$ cat config.mk
export PLATFORM = sky130hd
export DESIGN_NAME = muxpga_cfg_sequencer
export DESIGN_NICKNAME = d
export VERILOG_FILES = /design/src/rtl/muxpga_cfg_sequencer.sv
export SDC_FILE = /design/constraint.sdc
export NUM_CORES = 1
export LEC_CHECK = 0
export CORE_MARGIN = 2
export CORE_UTILIZATION = 55
export CTS_CLUSTER_SIZE = 10
export DETAILED_ROUTE_END_ITERATION = 8
export GPL_TIMING_DRIVEN = 0
export PLACE_DENSITY = 0.76
export SLEW_MARGIN = 20
export SYNTH_ARGS = -nofsm -noshare
export SYNTH_HDL_FRONTEND = slang
export SYNTH_SLANG_ARGS = --single-unit
$ cat constraint.sdc
create_clock -name clk -period 2.1 [get_ports clk]
set_input_delay 0.525 -clock clk [delete_from_list [all_inputs] [get_ports clk]]
set_output_delay 0.525 -clock clk [all_outputs]
set_load 0.03 [all_outputs]
$ cat src/rtl/muxpga_cfg_sequencer.sv
// Configuration sequencer for the cell grid: loads a nibble-wide program of
// {cfg, len} pairs, then replays it. The replay is one grid reset pulse
// followed by each cfg word held for len+1 cycles. It either stops on the
// last entry or wraps back to the first one.
module muxpga_cfg_sequencer #(
  parameter int STEPS = 8,
  parameter int CW    = 4,
  parameter int LW    = 4
) (
  input  logic                       clk,
  input  logic                       reset,
  input  logic [CW-1:0]              wr_data,
  input  logic                       wr_strobe,
  input  logic                       run,
  input  logic                       loop,
  output logic [CW-1:0]              cfg,
  output logic                       grid_reset,
  output logic [$clog2(STEPS)-1:0]   step_idx,
  output logic                       busy,
  output logic                       done
);

  localparam int SW = $clog2(STEPS);
  localparam logic [SW-1:0] IDX0 = SW'(0);

  typedef enum logic [1:0] {
    ST_IDLE = 2'd0,
    ST_GRST = 2'd1,
    ST_RUN  = 2'd2,
    ST_DONE = 2'd3
  } state_t;

  state_t            state_r, state_nxt;
  logic [CW-1:0]     mem_cfg_r [STEPS];
  logic [LW-1:0]     mem_len_r [STEPS];
  logic [SW:0]       wp_r;
  logic [SW:0]       cnt_r;
  logic [LW-1:0]     timer_r, timer_nxt;
  logic              strobe_prev_r;

  logic              wr_accept_s;
  logic [SW-1:0]     wr_idx_s;
  logic [SW:0]       cnt_wr_s;
  logic [SW-1:0]     last_idx_s;
  logic [SW-1:0]     step_inc_s;

  logic [CW-1:0]     cfg_nxt;
  logic              grid_reset_nxt;
  logic [SW-1:0]     step_nxt;
  logic              busy_nxt;
  logic              done_nxt;

  // Larger of two step counts; keeps cnt from shrinking on overwrite.
  function automatic logic [SW:0] max_cnt(input logic [SW:0] a, input logic [SW:0] b);
    if (a > b) begin
      return a;
    end else begin
      return b;
    end
  endfunction

  // Write qualification and derived indices.
  always_comb begin
    wr_accept_s = wr_strobe && !strobe_prev_r && (state_r == ST_IDLE);
    wr_idx_s    = wp_r[SW:1];
    cnt_wr_s    = max_cnt(cnt_r, {1'b0, wr_idx_s} + (SW+1)'(1));
    last_idx_s  = SW'(cnt_r - (SW+1)'(1));
    step_inc_s  = step_idx + SW'(1);
  end

  // Program memory, write pointer, step count and strobe edge history.
  // The strobe history resets high, so a strobe held through reset release is not a write.
  always_ff @(posedge clk) begin
    if (reset) begin
      mem_cfg_r     <= '{default: '0};
      mem_len_r     <= '{default: '0};
      wp_r          <= (SW+1)'(0);
      cnt_r         <= (SW+1)'(0);
      strobe_prev_r <= 1'b1;
    end else begin
      strobe_prev_r <= wr_strobe;
      if (wr_accept_s) begin
        if (wp_r[0] == 1'b0) begin
          mem_cfg_r[wr_idx_s] <= wr_data;
        end else begin
          mem_len_r[wr_idx_s] <= LW'(wr_data);
          cnt_r               <= cnt_wr_s;
        end
        wp_r <= wp_r + (SW+1)'(1);
      end else begin
        wp_r <= wp_r;
      end
    end
  end

  // Next state and next output values; defaults describe the IDLE/abort case.
  always_comb begin
    state_nxt      = ST_IDLE;
    timer_nxt      = LW'(0);
    cfg_nxt        = CW'(0);
    grid_reset_nxt = 1'b0;
    step_nxt       = IDX0;
    busy_nxt       = 1'b0;
    done_nxt       = 1'b0;
    case (state_r)
      ST_IDLE: begin
        // Uses the count from before any write landing in this same cycle.
        if (run && (cnt_r != (SW+1)'(0))) begin
          state_nxt      = ST_GRST;
          timer_nxt      = mem_len_r[IDX0];
          cfg_nxt        = mem_cfg_r[IDX0];
          grid_reset_nxt = 1'b1;
          busy_nxt       = 1'b1;
        end else begin
          state_nxt = ST_IDLE;
        end
      end
      ST_GRST: begin
        if (run) begin
          state_nxt = ST_RUN;
          timer_nxt = timer_r;
          cfg_nxt   = cfg;
          busy_nxt  = 1'b1;
        end else begin
          state_nxt = ST_IDLE;
        end
      end
      ST_RUN: begin
        if (!run) begin
          state_nxt = ST_IDLE;
        end else if (timer_r != LW'(0)) begin
          state_nxt = ST_RUN;
          timer_nxt = timer_r - LW'(1);
          cfg_nxt   = cfg;
          step_nxt  = step_idx;
          busy_nxt  = 1'b1;
        end else if (step_idx != last_idx_s) begin
          state_nxt = ST_RUN;
          timer_nxt = mem_len_r[step_inc_s];
          cfg_nxt   = mem_cfg_r[step_inc_s];
          step_nxt  = step_inc_s;
          busy_nxt  = 1'b1;
        end else if (loop) begin
          // Wrap to entry 0 without another grid reset pulse.
          state_nxt = ST_RUN;
          timer_nxt = mem_len_r[IDX0];
          cfg_nxt   = mem_cfg_r[IDX0];
          busy_nxt  = 1'b1;
        end else begin
          state_nxt = ST_DONE;
          cfg_nxt   = cfg;
          step_nxt  = step_idx;
          done_nxt  = 1'b1;
        end
      end
      ST_DONE: begin
        if (run) begin
          state_nxt = ST_DONE;
          cfg_nxt   = cfg;
          step_nxt  = step_idx;
          done_nxt  = 1'b1;
        end else begin
          state_nxt = ST_IDLE;
        end
      end
      default: begin
        state_nxt = ST_IDLE;
      end
    endcase
  end

  // State, hold timer and registered grid-facing outputs.
  always_ff @(posedge clk) begin
    if (reset) begin
      state_r    <= ST_IDLE;
      timer_r    <= LW'(0);
      cfg        <= CW'(0);
      grid_reset <= 1'b0;
      step_idx   <= IDX0;
      busy       <= 1'b0;
      done       <= 1'b0;
    end else begin
      state_r    <= state_nxt;
      timer_r    <= timer_nxt;
      cfg        <= cfg_nxt;
      grid_reset <= grid_reset_nxt;
      step_idx   <= step_nxt;
      busy       <= busy_nxt;
      done       <= done_nxt;
    end
  end

endmodule
Word-level counts from Yosys, hierarchy flattened
Cells that the tools add are included. Widths: inputs -> output; s select.

Latch bits: 0. Input bits: 9. Output and inout port bits: 10. Word-level logic and storage cells: 113. RAM bits: 0. Bits in registers: 89. ROM bits: 0. Memories kept: 0.

Bitwise logic cells: 5. Equality and inequality tests: 9. Mux-type cells: 49. $lt $le $gt $ge: 4. $add $sub $neg: 5. $mul: 0. Div/mod/pow operators: 0. Reduce and logical (&&, ||, !) cells: 15. Shifts and indexed selects: 0.

Operators by type and width (number): $bwmux 32 (2); $mux 4 (16); $bmux 4 s3 (2); $pmux 4 s3 (2); $mux 3 (5); $mux 1 (14); $demux 4 s3 (1); $reduce_and 3->1 (3); $ge 4x4->1 const B (2); $not 3->4 (2); $pmux 2 s4 (1); $reduce_bool 4->1 (2); $mux 2 (3); $ne 2x2->1 const B (3); $pmux 3 s2 (1); $add 3x1->4 const B (1); $add 4x1->4 const B (1); $eq 2x2->1 const B (2); $gt 4x4->1 (1); $logic_and 1x1->1 (4); $lt 4x1->1 const B (1); $ne 4x4->1 const B (1); $reduce_and 2->1 (2); $reduce_or 2->1 (2); 11 further kinds (13).

Logic depth before layout (Yosys ltp)
Gate-level depths: netlist (run 1).

Word-level depth: 9. Gate-level depth with buffers: 9. Mapped depth without buffers: 8.

Least setup slack after synthesis (run 1)
OpenSTA, ideal clock, no wires.

Kind: reg-to-reg. Start point: reg step_idx[0]. End point: reg timer_r[1]. Setup time: 0.128 ns. Period minus slack after synthesis: 2.330 ns. Slack: -0.230 ns. Data required time: 1.972 ns. Arrival time: 2.202 ns. Path buffers: 2. Cell stages (with the launch flop): 8. Cell sequence: dfxtp_1 -> buf_2 -> buf_1 -> mux4_2 -> mux2i_1 -> nor2_1 -> a221oi_1 -> nor2_1.

Word-level cells in the longest chain between the ends: 9. Elaborated cells on any way between the ends: 10. Classes of those cells: add/sub: 1; eq/ne: 1; mux: 7; bitwise: 1.

Ends and longest elaborated chain: start, declared (line 18) `output logic [$clog2(STEPS)-1:0] step_idx,`; start signal, assigned (line 187) `step_idx <= step_nxt;`; $add 3x1->3 (line 68) `step_inc_s = step_idx + SW'(1);`; $not 3->4 (not written as such) (line 139) `timer_nxt = mem_len_r[step_inc_s];`; $bmux 4 s3 (line 139); $mux 4 (not written as such) (2 in a row) (line 139); $mux 4 * (line 137) `end else if (step_idx != last_idx_s) begin`; $mux 4 * (line 131) `end else if (timer_r != LW'(0)) begin`; $mux 4 * (line 129) `if (!run) begin`; $pmux 4 s3 * (line 105) `case (state_r)`; end signal, assigned (line 184) `timer_r <= timer_nxt;`; end, declared (line 38) `logic [LW-1:0] timer_r, timer_nxt;`.

Every way passes the cells marked *; elsewhere a longest branch is shown, timed or not. The select of a mux whose other input is x is not followed. A chain may end at the register's enable or synchronous reset.

Worst setup path in the final report (run 1)
Start point: reg state_r[1]. End point: reg mem_cfg_r[26] (netlist bit).

Word-level cells in the longest chain between the ends: 3.

Ends and longest elaborated chain: start, declared (line 33) `state_t state_r, state_nxt;`; start signal, assigned (line 183) `state_r <= state_nxt;`; $logic_not 2->1 (line 64) `wr_accept_s = wr_strobe && !strobe_prev_r && (state_r == ST_IDLE);`; $logic_and 1x1->1 (line 64); $reduce_and 2->1 (no source line); end signal, assigned by index (line 84) `mem_cfg_r[wr_idx_s] <= wr_data;`; end, declared (line 34) `logic [CW-1:0] mem_cfg_r [STEPS];`.

No other way between the ends.

==> results of run 1 <==
-- cell usage after synthesis, types with 3 or more instances --
library cell / count
dfxtp_1: 89
nor2_1: 74
mux2i_1: 68
nand2_1: 30
nand3_1: 27
a21oi_1: 24
clkbuf_1: 23
mux4_2: 11
ha_1: 10
nor3_1: 10
inv_1: 9
nor2b_1: 9
o21ai_0: 9
buf_2: 7
a311oi_1: 5
and2_1: 5
nor3b_1: 5
xnor2_1: 4
a2111oi_0: 3
nand2b_1: 3
o22ai_1: 3
-- worst max-delay path: stages, from the launching register on --
cell and delay [ps]:
dfxtp_2 330, or4b_4 590, or3_4 440, nor3_4 230, buf_4 150, mux2i_2 220, nor2_1 80
-- per-layer routing --
metal	up-vias	share of wire [%]
li1	1787	-
met1	1816	42
met2	152	49
met3	24	6.6
met4	0	2.8
met5	-	0
-- state kept, by name, indices dropped and copies added, names as in the netlist --
signal / flops
strobe_prev_r: 1
timer_r: 4
step_idx: 3
state_r: 2
grid_reset: 1
cfg: 4
cnt_r: 4
done: 1
mem_cfg_r: 32
busy: 1
mem_len_r: 32
wp_r: 4
-- layout make-up --
class	instances	share of cell area (%)
clock buffers	10	2.34
flip-flops and latches	89	32.9
repair buffers	45	7.51
multi-input cells	341	48.8
well taps	102	2.34
plain buffers	29	3.37
inverters	9	0.619
clock inverters	6	2.11
-- stage by stage --
stage,cell area (sq um),setup slack [ps],util [%],total power [mW]
floorplan,4460,9.75,-,1.82
global placement,4760,-710,61.3,1.88
detailed placement,4760,-722,61.3,1.88
CTS,5210,-103,67.1,3.29
global route,5460,-146,70.3,3.38
finish,5460,-70.3,70.3,3.30
-- power by group through the flow --
stage	logic, mW	clock network, mW	registers, mW
after floorplan	0.0764	0	1.74
after global placement	0.134	0	1.74
after detailed placement	0.137	0	1.74
after CTS	0.150	1.44	1.70
after global routing	0.167	1.51	1.70
final	0.158	1.45	1.70
-- what timing repair did --
item	CTS	global route
pin swaps	11	15
endpoints found under the setup margin	77	77
gates resized for setup	27	47
hold endpoints to repair	0	0
hold buffers	0	0
setup buffers	13	14
-- final timing paths --
path              endpoint  slack (ps)  depth (start not counted)
max          mem_cfg_r[26]         -70                          6
max reg2reg  mem_cfg_r[26]         -70                          6
min          mem_len_r[14]         460                          2
min reg2reg  mem_len_r[14]         460                          2
-- cells by family after synthesis --
family                     Yosys count  share of synthesized area, %
AOI/OAI and AO/OA                   59                          8.56
xor gates and xnor gates             8                          2.09
adders and majority gates           10                          2.82
buffers and inverters               41                          3.70
DFF                                 89                          40.2
muxes                               82                          22.4
and+or+nand+nor                    182                          20.2
==> flow_summary.yaml, run 1 <==
die:
  rows: 32
  dieArea_sq_um: 8790
  die_y_um: 93.8
  start_util_pct: 57.0
  dieWidth_um: 93.8
  coreArea_sq_um: 7770
  floorplan.io_pins: 19
clock_network:
  clk_pin_slew_ps: 90
  cts_tree: "yes"
  cts_sinks: 89
  clockBufferDepth: 2
  worstSkewPairLatency_ps: 370
  cts_buffers: 9
  cts_max_level: 3
  cts-root-buf: "clkbuf_8"
sta:
  final_max_slew_viol_count: 0
  tns_ps: -304
  fmax_mhz: 461
  fin_skew_ps: 8.29
  hold_violations: 0
  relSlewSlack_pct: 44.5
  whs_ps: 463
  fin_crit_ps: 2170
  grt_setup_unrepaired: "true"
  tightestPinTransition_ps: 827
  timing.final.ws_setup_ps: -70.3
  setup-violations-final: 8
  fin_crit_sh_pct: 103
grt:
  grt-ovfl-total: 0
  grt_pass1_vias: 3551
  antenna_found_initial: 0
  grt_max_degree: 16
  grt_usage_pct: 27.2
  grtUsageMet2_pct: 45.8
  grt_use_met1_pct: 34.8
  grt_pass1_wl_mm: 18.1
  grt_busiest_layer: "met2"
  grtUsageMet3_pct: 4.49
outcome:
  violations: "negative setup slack"
  run_status: "finished with violations"
cells_and_area:
  syn_to_final_growth_pct: 23.3
  diodes: 0
  fillers: 587
  layout_commonest_cell: "dfxtp_1"
  multiInputGateArea_sq_um: 2670
  fin_nets: 543
  drive_gt1_share_pct: 20.4
  fin_cells: 631
  mostFrequentLayoutCells: "dfxtp_1 (83), nor2_1 (72), mux2i_1 (65)"
  seqCellArea_sq_um: 1800
placed_design:
  hpwlAfterDp_mm: 8.04
  placed_cells: 591
  io_buffers: 18
  gp_congestion: 0.911
critical_path:
  r2r-start: "state_r[1]"
  startpoint_type: "flip-flop"
  critPathArrivalTime_ps: 2410
  critical_path_class: "flip-flop to flip-flop"
  required_ps: 2340
  worst_setup_path_end_kind: "flip-flop"
  crit_path_start: "state_r[1]"
  critical_path_peak_fanout: 4
synth:
  ys_types: 56
  syn_avg_cell_area_sq_um: 9.41
  ys_ff_latch: 89
  yosys-top-cells-area: "dfxtp_1 (40%), mux2i_1 (15%), nor2_1 (6.3%), mux4_2 (5.6%), nand3_1 (3.0%)"
  synthCells: 471
  yosysWarnings: 0
  synth_area_leader_cell: "dfxtp_1"
  synth_top_cell_area_share_pct: 40.2
  ys_seq_area_share_pct: 40.2
  syn-cell-area_sq_um: 4430
  synthArstFlopShare_pct: 0
  synth_ff_type: "dfxtp_1"
  syn_nets: 490
  synth-edff-count: 0
drt:
  vias_per_cell: 5.99
  first_pass_iters: 5
  dr.first_iter.drc_count: 242
  ant_nets: 0
  drc: 0
  detail_route.wl_per_cell_um: 18.6
  via_count: 3779
  wl_mm: 11.7
pwr:
  sw_frac_of_total_pct: 23.1
  p_per_area_nw_per_um2: 605
  p_leak_nw: 2.10
  vdd_drop_max_uv: 629
  p_comb_share_pct: 4.8
  power_frac_seq_pct: 51.5
  pwr-share-clk_pct: 43.8
  p_int_mw: 2.54
  switchingPower_mw: 0.762
hold_path:
  min_path_type: "flip-flop to flip-flop"
  min_from: "mem_len_r[14]"
run:
  max-cap-violations: 0
(Power assumes the default switching activity.)
==> inputs of run 2 (changes only) <==
--- a/config.mk
+++ b/config.mk
@@ -7,9 +7,8 @@
 export LEC_CHECK = 0
 export CORE_MARGIN = 2
-export CORE_UTILIZATION = 55
+export CORE_UTILIZATION = 30
 export CTS_CLUSTER_SIZE = 10
 export DETAILED_ROUTE_END_ITERATION = 8
 export GPL_TIMING_DRIVEN = 0
-export PLACE_DENSITY = 0.76
 export SLEW_MARGIN = 20
 export SYNTH_ARGS = -nofsm -noshare
==> constraint.sdc (replaced) <==
create_clock -name clk -period 2.1 [get_ports clk]
set_input_delay 0.525 -clock clk [delete_from_list [all_inputs] [get_ports clk]]
set_output_delay 0.525 -clock clk [all_outputs]
set_load 0.005 [all_outputs]
==> run 2 against run 1 <==
The flow still finishes with violations (negative setup slack). Register-to-register slack gained 60 ps. Total power rose by 10%. Clock power increased by 23%. Worst hold slack got worse by 1.2 ps. Final area grew 3.1%. Combinational power down 3%. Highest routed layer unchanged. First-iteration DRC count is 19% higher. Largest power group is now the clock network. Non-clock buffer count shrank 8. Setup slack better by 52 ps. Maximum frequency increased by 2.5%. Critical path depth did not move. Critical path type is now primary input to flip-flop. Via count down 1.5%.
==> flow_summary.yaml, run 2 (synthesis results as in run 1) <==
sta:
  fin_crit_ps: 2120
  hold_violations: 0
  fmax_mhz: 472
  relSlewSlack_pct: 43.4
  fin_crit_sh_pct: 101
  timing.final.ws_setup_ps: -18.0
  fin_skew_ps: 6.23
  tightestPinTransition_ps: 842
  setup-violations-final: 1
  grt_setup_unrepaired: "true"
  whs_ps: 461
  final_max_slew_viol_count: 0
critical_path:
  critical_path_peak_fanout: 4
  worst_setup_path_end_kind: "flip-flop"
  critPathArrivalTime_ps: 2330
  critical_path_class: "primary input to flip-flop"
  regToRegSetupSlack_ps: -10
  startpoint_type: "primary input"
  required_ps: 2310
drt:
  dr.first_iter.drc_count: 288
  wl_mm: 12.3
  drc: 0
  vias_per_cell: 5.28
  via_count: 3722
  ant_nets: 0
  detail_route.wl_per_cell_um: 17.5
  first_pass_iters: 5
placed_design:
  hpwlAfterDp_mm: 8.74
  io_buffers: 18
  gp_congestion: 0.893
  placed_cells: 673
die:
  die_y_um: 126
  dieArea_sq_um: 15800
  rows: 44
  start_util_pct: 30.6
  floorplan.io_pins: 19
  coreArea_sq_um: 14500
  dieWidth_um: 126
cells_and_area:
  fin_cells: 705
  fin_nets: 535
  syn_to_final_growth_pct: 27.1
  mostFrequentLayoutCells: "dfxtp_1 (83), nor2_1 (72), mux2i_1 (65)"
  fin_util_pct: 38.9
  diodes: 0
  fillers: 1399
  layout_commonest_cell: "dfxtp_1"
  top_regs: "mem_cfg_r (32), mem_len_r (32)"
  drive_gt1_share_pct: 20.5
outcome:
  violations: "negative setup slack"
  run_status: "finished with violations"
pwr:
  pwr-share-clk_pct: 49.1
  p_int_mw: 2.83
  p_per_area_nw_per_um2: 648
  sw_frac_of_total_pct: 22.4
  vdd_drop_max_uv: 426
  p_leak_nw: 2.12
  power_frac_seq_pct: 46.7
  switchingPower_mw: 0.818
  p_comb_share_pct: 4.2
grt:
  grt_max_degree: 16
  grtUsageMet3_pct: 3.25
  grtUsageMet2_pct: 24.6
  grt_usage_pct: 15.7
  grt_busiest_layer: "met2"
  antenna_found_initial: 0
  grt_use_met1_pct: 21.0
  grt_pass1_wl_mm: 19.4
  grt-ovfl-total: 0
  grt_pass1_vias: 3553
clock_network:
  cts_tree: "yes"
  worstSkewPairLatency_ps: 350
  clk_pin_slew_ps: 70
  cts-root-buf: "clkbuf_16"
  cts_hold_buf: 0
  cts_buffers: 9
  clockBufferDepth: 2
  cts_sinks: 89
  cts_max_level: 3
run:
  max-cap-violations: 0
hold_path:
  min_path_type: "flip-flop to flip-flop"
## run 2: cell types whose count changed in the layout (fill, tap and decap cells not counted), sizes merged
| cell | before | now |
|---|---|---|
| clkbuf | 30 | 33 |
| clkinvlp | 1 | 0 |
| bufinv | 3 | 2 |
| bufbuf | 0 | 1 |
| buf | 36 | 25 |
| inv | 10 | 11 |
## run 2: routing by layer
metal / share of wire (%) / vias up
met5: 0 / -
met4: 2.6 / 0
met3: 4.8 / 25
met2: 46 / 125
met1: 47 / 1801
li1: - / 1771
## run 2: power by group through the flow
stage               combinational [mW]  sequential [mW]  clock, mW
CTS                              0.147             1.70       1.82
floorplan                       0.0764             1.74          0
global route                     0.164             1.70       1.89
detailed placement               0.140             1.74          0
finish                           0.154             1.70       1.79
global placement                 0.136             1.74          0
## run 2: area by class of cell
class	instances	area, sq um	area share [%]
Buffer	28	179	3.18
Clock buffer	11	243	4.31
Clock inverter	5	86.3	1.53
Inverter	9	33.8	0.600
Multi-Input combinational cell	341	2670	47.4
Sequential cell	89	1800	31.9
Tap cell	184	230	4.09
Timing Repair Buffer	38	393	6.98
## run 2: final timing paths
path	depth (start not counted)	end	from
worst max-delay path	6	mem_cfg_r[30]	wr_strobe
worst min-delay path	2	mem_len_r[13]	mem_len_r[13]
worst max register to register	5	mem_cfg_r[30]	state_r[0]
worst min register to register	2	mem_len_r[13]	mem_len_r[13]
## run 2: stage by stage
step	worst slack [ps]	power (mW)	TNS, ps	area [sq um]
2_1_floorplan	9.75	1.82	0	4450
6_report	-18.0	3.65	-18.0	5630
5_1_grt	-92.9	3.75	-406	5630
4_1_cts	-84.4	3.67	-574	5470
3_3_place_gp	-749	1.88	-43160	4860
3_5_place_dp	-719	1.88	-43080	4860
## run 2: worst max-delay path, cell delays in order
cell             delay, ps
clkdlybuf4s15_1        210
or4b_4                 530
or3_4                  440
nor3_4                 310
mux2i_1                250
nor2_1                  60
## run 2: repair_timing
item	CTS	global route
cloned	1	1
setup buffers	10	8
pin swaps	6	12
gates resized for setup	49	39
setup endpoints to repair	80	58
==> inputs of run 3 (changes only) <==
Settings changed: CAP_MARGIN set to 20, HOLD_SLACK_MARGIN set to 0.05.
==> results of run 3 <==
Same layout as run 2: the final DEF is identical, and so are final timing and power.
